## config.mk

```make
export PLATFORM = sky130hd
export DESIGN_NAME = segre_mem_arbiter
export DESIGN_NICKNAME = d
export VERILOG_FILES = /design/src/rtl/segre_pkg.sv /design/src/rtl/segre_mem_arbiter.sv
export SDC_FILE = /design/constraint.sdc
export NUM_CORES = 1
export LEC_CHECK = 0
export ABC_AREA = 1
export BUFFER_PORTS_ARGS = -buffer_cell sky130_fd_sc_hd__buf_2
export CAP_MARGIN = 20
export CORE_AREA = 2 2 294 296
export DETAILED_ROUTE_END_ITERATION = 12
export DIE_AREA = 0 0 296 298
export SYNTH_ARGS = -nofsm -noshare
export SYNTH_HDL_FRONTEND = slang
export SYNTH_SLANG_ARGS = --single-unit
```

## constraint.sdc

```tcl
create_clock -name clk_i -period 1.4 [get_ports clk_i]
set_input_delay 0.07 -clock clk_i [delete_from_list [all_inputs] [get_ports clk_i]]
set_output_delay 0.07 -clock clk_i [all_outputs]
set_load 0.02 [all_outputs]
```

## src/rtl/segre_pkg.sv

```systemverilog
// Shared SEGRE types and sizes: cache line and address widths, plus the
// state and owner encodings used by the memory arbiter.
package segre_pkg;

    localparam int CACHE_LINE_SIZE_BYTES = 16;
    localparam int ADDR_SIZE             = 32;

    typedef enum logic [1:0] {
        ARB_IDLE,
        ARB_WAIT,
        ARB_RESP
    } arb_state_e;

    typedef enum logic [1:0] {
        OWN_NONE,
        OWN_ICACHE,
        OWN_DCACHE
    } arb_owner_e;

endpackage

```

## src/rtl/segre_mem_arbiter.sv

```systemverilog
// Shares the single main-memory port between icache and dcache, one transaction at a time.
// Optional feature: define SEGRE_ARB_ROUND_ROBIN_EN for round-robin tie breaking (default: dcache wins ties).
module segre_mem_arbiter
    import segre_pkg::*;
#(
    parameter int LINE_BYTES = CACHE_LINE_SIZE_BYTES,
    parameter int ADDR_W     = ADDR_SIZE
) (
    input  logic                    clk_i,
    input  logic                    rsn_i,

    input  logic                    ic_rd_i,
    input  logic [ADDR_W-1:0]       ic_addr_i,
    output logic                    ic_ready_o,
    output logic [LINE_BYTES*8-1:0] ic_line_o,

    input  logic                    dc_rd_i,
    input  logic                    dc_wr_i,
    input  logic [ADDR_W-1:0]       dc_addr_i,
    input  logic [LINE_BYTES*8-1:0] dc_line_i,
    output logic                    dc_ready_o,
    output logic [LINE_BYTES*8-1:0] dc_line_o,

    output logic                    mem_rd_o,
    output logic                    mem_wr_o,
    output logic [ADDR_W-1:0]       mem_addr_o,
    output logic [LINE_BYTES*8-1:0] mem_line_o,
    input  logic                    mem_ready_i,
    input  logic [LINE_BYTES*8-1:0] mem_line_i,

    output logic                    arb_busy_o
);

    localparam int LINE_W = LINE_BYTES * 8;

    arb_state_e        state_q;
    arb_owner_e        owner_q;
    arb_owner_e        owner_d;
    logic              memRd_q;
    logic              memWr_q;
    logic [ADDR_W-1:0] memAddr_q;
    logic [LINE_W-1:0] memLine_q;
    logic              icReady_q;
    logic              dcReady_q;
    logic [LINE_W-1:0] icLine_q;
    logic [LINE_W-1:0] dcLine_q;
`ifdef SEGRE_ARB_ROUND_ROBIN_EN
    arb_owner_e        lastGrant_q;
`endif

    logic icReq;
    logic dcReq;

    assign icReq = ic_rd_i;
    assign dcReq = dc_rd_i | dc_wr_i;

    // Grant pick; only consumed while idle, so it may look at raw requests freely.
    always_comb begin
        owner_d = OWN_NONE;
`ifdef SEGRE_ARB_ROUND_ROBIN_EN
        if (icReq && dcReq) begin
            owner_d = (lastGrant_q == OWN_ICACHE) ? OWN_DCACHE : OWN_ICACHE;
        end else if (dcReq) begin
            owner_d = OWN_DCACHE;
        end else if (icReq) begin
            owner_d = OWN_ICACHE;
        end
`else
        if (dcReq) begin
            owner_d = OWN_DCACHE;
        end else if (icReq) begin
            owner_d = OWN_ICACHE;
        end
`endif
    end

    always_ff @(posedge clk_i or negedge rsn_i) begin
        if (!rsn_i) begin
            state_q     <= ARB_IDLE;
            owner_q     <= OWN_NONE;
            memRd_q     <= 1'b0;
            memWr_q     <= 1'b0;
            memAddr_q   <= '0;
            memLine_q   <= '0;
            icReady_q   <= 1'b0;
            dcReady_q   <= 1'b0;
            icLine_q    <= '0;
            dcLine_q    <= '0;
`ifdef SEGRE_ARB_ROUND_ROBIN_EN
            lastGrant_q <= OWN_ICACHE;
`endif
        end else begin
            case (state_q)
                ARB_IDLE: begin
                    icReady_q <= 1'b0;
                    dcReady_q <= 1'b0;
                    if (owner_d == OWN_DCACHE) begin
                        owner_q   <= OWN_DCACHE;
                        memAddr_q <= dc_addr_i;
                        // A writeback beats a simultaneous read; dcache re-presents the read later.
                        memWr_q   <= dc_wr_i;
                        memRd_q   <= ~dc_wr_i;
                        memLine_q <= dc_wr_i ? dc_line_i : '0;
                        state_q   <= ARB_WAIT;
`ifdef SEGRE_ARB_ROUND_ROBIN_EN
                        lastGrant_q <= OWN_DCACHE;
`endif
                    end else if (owner_d == OWN_ICACHE) begin
                        owner_q   <= OWN_ICACHE;
                        memAddr_q <= ic_addr_i;
                        memWr_q   <= 1'b0;
                        memRd_q   <= 1'b1;
                        memLine_q <= '0;
                        state_q   <= ARB_WAIT;
`ifdef SEGRE_ARB_ROUND_ROBIN_EN
                        lastGrant_q <= OWN_ICACHE;
`endif
                    end
                end

                ARB_WAIT: begin
                    if (mem_ready_i) begin
                        memRd_q <= 1'b0;
                        memWr_q <= 1'b0;
                        if (owner_q == OWN_ICACHE) begin
                            icLine_q  <= mem_line_i;
                            icReady_q <= 1'b1;
                        end else if (owner_q == OWN_DCACHE) begin
                            if (!memWr_q) begin
                                dcLine_q <= mem_line_i;
                            end
                            dcReady_q <= 1'b1;
                        end
                        state_q <= ARB_RESP;
                    end
                end

                ARB_RESP: begin
                    icReady_q <= 1'b0;
                    dcReady_q <= 1'b0;
                    owner_q   <= OWN_NONE;
                    state_q   <= ARB_IDLE;
                end

                default: begin
                    state_q <= ARB_IDLE;
                    owner_q <= OWN_NONE;
                end
            endcase
        end
    end

    assign ic_ready_o = icReady_q;
    assign ic_line_o  = icLine_q;
    assign dc_ready_o = dcReady_q;
    assign dc_line_o  = dcLine_q;
    assign mem_rd_o   = memRd_q;
    assign mem_wr_o   = memWr_q;
    assign mem_addr_o = memAddr_q;
    assign mem_line_o = memLine_q;
    assign arb_busy_o = (state_q != ARB_IDLE);

endmodule

```

After elaboration in Yosys (flattened, before gate mapping)
Cells that the tools add are included.

word-level totals
  bits in registers = 424
  input bits = 326
  output and inout port bits = 421
  word-level logic and storage cells = 67

operators by class
  equal/unequal tests = 11
  multiplexer cells = 27
  bitwise gates (word level) = 5
  reductions and logical operators = 14

operator list
  kind                                                                    count
  128-bit 2-to-1 mux                                                      3
  32-bit 2-to-1 mux                                                       2
  1-bit 2-to-1 mux                                                        11
  2-bit 2-to-1 mux                                                        5
  3-bit AND reduction                                                     3
  2-bit != test (second input constant)                                   4
  1-bit one-hot mux with 2 select lines                                   4
  2-bit one-hot mux with 2 select lines                                   2
  2-bit nonzero test                                                      4
  2-bit by 1-bit equality test with 1-bit output (second input constant)  3
  2-bit equality test (second input constant)                             3
  2-bit AND reduction                                                     3
  5-bit AND reduction                                                     1
  1-bit NOT                                                               4
  4-bit AND reduction                                                     1
  3-bit != test (second input constant)                                   1
  2-bit zero test                                                         1
  2-bit OR reduction                                                      1
  1-bit OR                                                                1

Depth between registers and ports, before layout
  depth in word-level cells = 6
  depth in mapped cells = 8

Least setup slack after synthesis
Ideal clock, no wire load.

  path kind = register to register
  start point = register memWr_q, in the netlist mem_wr_o
  end point = register dcLine_q[118], in the netlist dc_line_o[118]
  setup time = 0.067 ns
  data arrival time = 1.296 ns
  data required time = 1.333 ns
  slack = 0.037 ns
  stages on the path, launching flop included = 6
  path buffers = 2
  path through = dfrtp_1 inv_1 clkbuf_1 clkbuf_1 nand4_1 nand2_1

between the ends
  word-level cells in the longest chain between the ends = 2

ends and longest elaborated chain
  what                                  RTL line                  RTL
  from (decl)                           segre_mem_arbiter.sv:40   logic memWr_q;
  from (signal assigned)                segre_mem_arbiter.sv:101  memWr_q <= dc_wr_i;
  1-bit NOT (no source line)            -
  5-bit AND reduction (no source line)  -
  to (signal assigned)                  segre_mem_arbiter.sv:130  dcLine_q <= mem_line_i;
  to (decl)                             segre_mem_arbiter.sv:46   logic [LINE_W-1:0] dcLine_q;

No other way between the ends.
A chain may end at the register's enable or synchronous reset.

Final worst setup path
  start point = register state_q[1]
  end point = register icLine_q[20], in the netlist ic_line_o[20]

between the ends
  word-level cells in the longest chain between the ends = 2

ends and longest elaborated chain
  what                                            RTL line                  RTL
  from (decl)                                     segre_mem_arbiter.sv:36   arb_state_e state_q;
  from (signal assigned)                          segre_mem_arbiter.sv:79   state_q <= ARB_IDLE;
  from (signal assigned)                          segre_mem_arbiter.sv:104  state_q <= ARB_WAIT;
  from (signal assigned)                          segre_mem_arbiter.sv:114  state_q <= ARB_WAIT;
  2-bit by 1-bit equality test with 1-bit output  segre_mem_arbiter.sv:93   case (state_q)
  3-bit AND reduction (no source line)            -
  to (signal assigned)                            segre_mem_arbiter.sv:126  icLine_q <= mem_line_i;
  to (decl)                                       segre_mem_arbiter.sv:45   logic [LINE_W-1:0] icLine_q;

No other way between the ends.

==> impl_results.md <==
* Outcome: finished, violations left
* Failing checks: setup timing
* Post-DP HPWL at roughly 50000 um
* Post-Place Setup Slack at -0.176 ns
* Tightest Pin Transition at 0.590 ns
* Hold Crit Class: in2reg
* Total grt overflow at 0
* CORE AREA at ~85000 sq um
* Cts bufs inserted at 51
* Worst EP arrival at about 2.2 ns
* Worst Setup End Kind: flip-flop
* Worst path bufs/invs at 7
* VDD IR-drop max at between 1 and 1.5 mV
* Clock tree sinks at 424
* Avg Cell Area, Syn at 8.67 sq um
* Total Die Area at ~88000 sq um
* DR pass1 iterations at 5
* Commonest cells after routing, fill and taps aside: 1010 x nand2_1, 744 x buf_2, 422 x dfrtp_1
* Setup CP Type: reg2reg
* IO Pins at about 750
* Vias in the first global route at 19152
* Final hold violations at 0
* ANT nets after route at 0
* Crit share post-route at 116%
* Worst-case clock buffer depth at 3
* CTS Root Cell: clkbuf_16
* Worst skew pair latency at slightly below 0.6 ns
* Area delta synth->final at 82.3%
* Gr usage total at between 15 and 20%
* CP Max Fanout at 6
* Core Rows at 107
* DRT Wirelength at 79600 um
* Final #Nets at roughly 3500
* Slew Limit Fails at 0
* CP required at approximately 1.9 ns
* Slowest stage cell on the critical path: dfrtp_2
* Crit path max-delay family: buffers and inverters
* Die width at a little under 300 um
* H-tree levels at 2
* Proportion of layout cells with a drive suffix above 1 at between 40% and 50%
* First-pass GRT wire length at 115000 um
* Post-route DRC at 0
* # setup viols final at roughly 410
* Critical Path Start Type: flip-flop
* Cells after Synth at ~1900
* Tmin final at 1.63 ns
* DR vias/cell at between 4 and 5
* Yosys reg bits at about 420
* TritonCTS clock tree: yes
* Fin util at 36.1%
* Port Buffers at around 750
* Routability cong. at around 0.85
* Largest net degree at the start of global routing at 58
* YS warnings at 0
* Wire per inst at between 15 and 20 um
* Slew margin rel. at about three fifths
* Sequential element share of the synthesized area at ~63%
* Via count at ~18000
* Initial antenna violation count at 9
* Fmax at around 610 MHz
* Crit path largest cell delay at ~0.43 ns
* Mapped Area at 16800 sq um
* Clock slew at the register clock pins of the worst setup and hold paths at about 0.060 ns
* Power per Cell Area at approximately 2100 nW/um^2
* Chip Height at 298 um
* Commonest non-fill, non-tap cell in the layout: nand2_1
* Cells along the critical path: buf_6 > buf_6 > inv_4 > nand2_4 > nor2_4 > buf_12 > buf_16 > buf_12 > buf_8 > nand2_2 > nand2_1
* P_leak at approximately 17 nW
* Initial core utilization at between 15 and 20%
* Iteration-0 DRC count of the detailed router at between 1000 and 1500
* Synth Net Count at between 2000 and 2500
* RSZ-0062 raised after global routing: yes
* Final critical-path setup slack at -0.227 ns
* Clock skew at slightly below 0.02 ns
* Max cap viols at 0
* Library cells used by synthesis at 18
-- per-layer routing --
metal	wire, um	global-route usage (%)	vias to the layer above
li1	-	-	8519
met1	31600	20.2	8911
met2	38800	29.2	843
met3	5890	3.97	187
met4	3300	7.52	2
met5	7	0	-
-- timing repair --
action | in CTS | in global routing
resized for setup | 146 | 265
pin swaps | 48 | 83
cloned | 27 | 16
hold buffers | 325 | 0
setup buffers | 41 | 7
endpoints found under the hold margin | 845 | 0
setup endpoints to repair | 407 | 421
-- worst register-to-register path: stages, from the launching register on --
cell and delay [ns]:
dfrtp_2 0.43, buf_6 0.13, buf_6 0.11, inv_4 0.04, nand2_4 0.05, nor2_4 0.12
buf_12 0.15, buf_16 0.15, buf_12 0.15, buf_8 0.11, nand2_2 0.04, nand2_1 0.07
-- synthesized netlist by cell type --
cell | n | area share (%)
clkbuf_1 | 29 | 0.65
nand2_2 | 1 | 0.037
dfrtp_1 | 424 | 63
inv_1 | 7 | 0.16
buf_4 | 13 | 0.58
nand3_1 | 4 | 0.12
nor2_1 | 3 | 0.067
buf_6 | 1 | 0.067
a21oi_1 | 1 | 0.030
o21ai_2 | 1 | 0.052
o21ai_0 | 1 | 0.030
inv_2 | 3 | 0.067
a21oi_2 | 1 | 0.052
nand2_1 | 1237 | 28
nor2_4 | 1 | 0.067
nor2_2 | 3 | 0.11
buf_2 | 82 | 2.4
nand4_1 | 128 | 4.8
-- stage by stage --
step                instance area [sq um]  cells  hold WS, ns  power (mW)  TNS [ns]
detailed placement                  22800   3827       0.0618        45.7    -41.42
global placement                    22800   3827       0.0642        45.4    -29.48
global route                        30700   4335       0.0596        67.9    -85.80
floorplan                           16800   1940       -0.226        33.9         0
finish                              30700   4335       0.0546        64.3    -56.83
CTS                                 29500   4311      0.00574        63.0    -51.44
-- where the power goes --
group	total [mW]	internal (mW)	leakage [nW]	switching [mW]
Sequential	20.7	17.5	5.47	3.17
Clock	14.0	8.62	0.866	5.40
Combinational	29.6	11.0	10.7	18.6
-- cell families after synthesis --
| kind of cell | synth area share [%] |
|---|---|
| buf+inv | 3.96 |
| compound gates | 0.164 |
| flops | 63.1 |
| simple gates | 32.8 |
-- registers in the layout (all words and copies together), names as in the netlist --
register / count
dc_line_o: 128
dc_ready_o: 1
ic_line_o: 128
ic_ready_o: 1
mem_addr_o: 32
mem_line_o: 128
mem_rd_o: 1
mem_wr_o: 1
owner_q: 2
state_q: 2
-- area by class of cell --
class / instances / area [sq um]
timing repair buffer: 1279 / 10300
multi-input combinational: 1381 / 6510
sequential: 424 / 10600
tap: 1144 / 1430
clock buffer: 70 / 1440
clock inverter: 22 / 323
inverter: 10 / 42.5
antenna: 5 / 12.5
fill: 8404 / 54200
-- path summary, 6_finish.rpt --
check,endpoint,start,slack [ns],cells after the start
setup / recovery,ic_line_o[20],state_q[1],-0.23,11
hold / removal,owner_q[1],dc_rd_i,0.05,6
min in group asynchronous,ic_line_o[50],rsn_i,0.06,2
setup reg to reg,ic_line_o[20],state_q[1],-0.23,11
max in group asynchronous,ic_line_o[103],rsn_i,0.63,3
hold reg to reg,dc_line_o[86],dc_line_o[86],0.46,2
(Power assumes the default switching activity.)
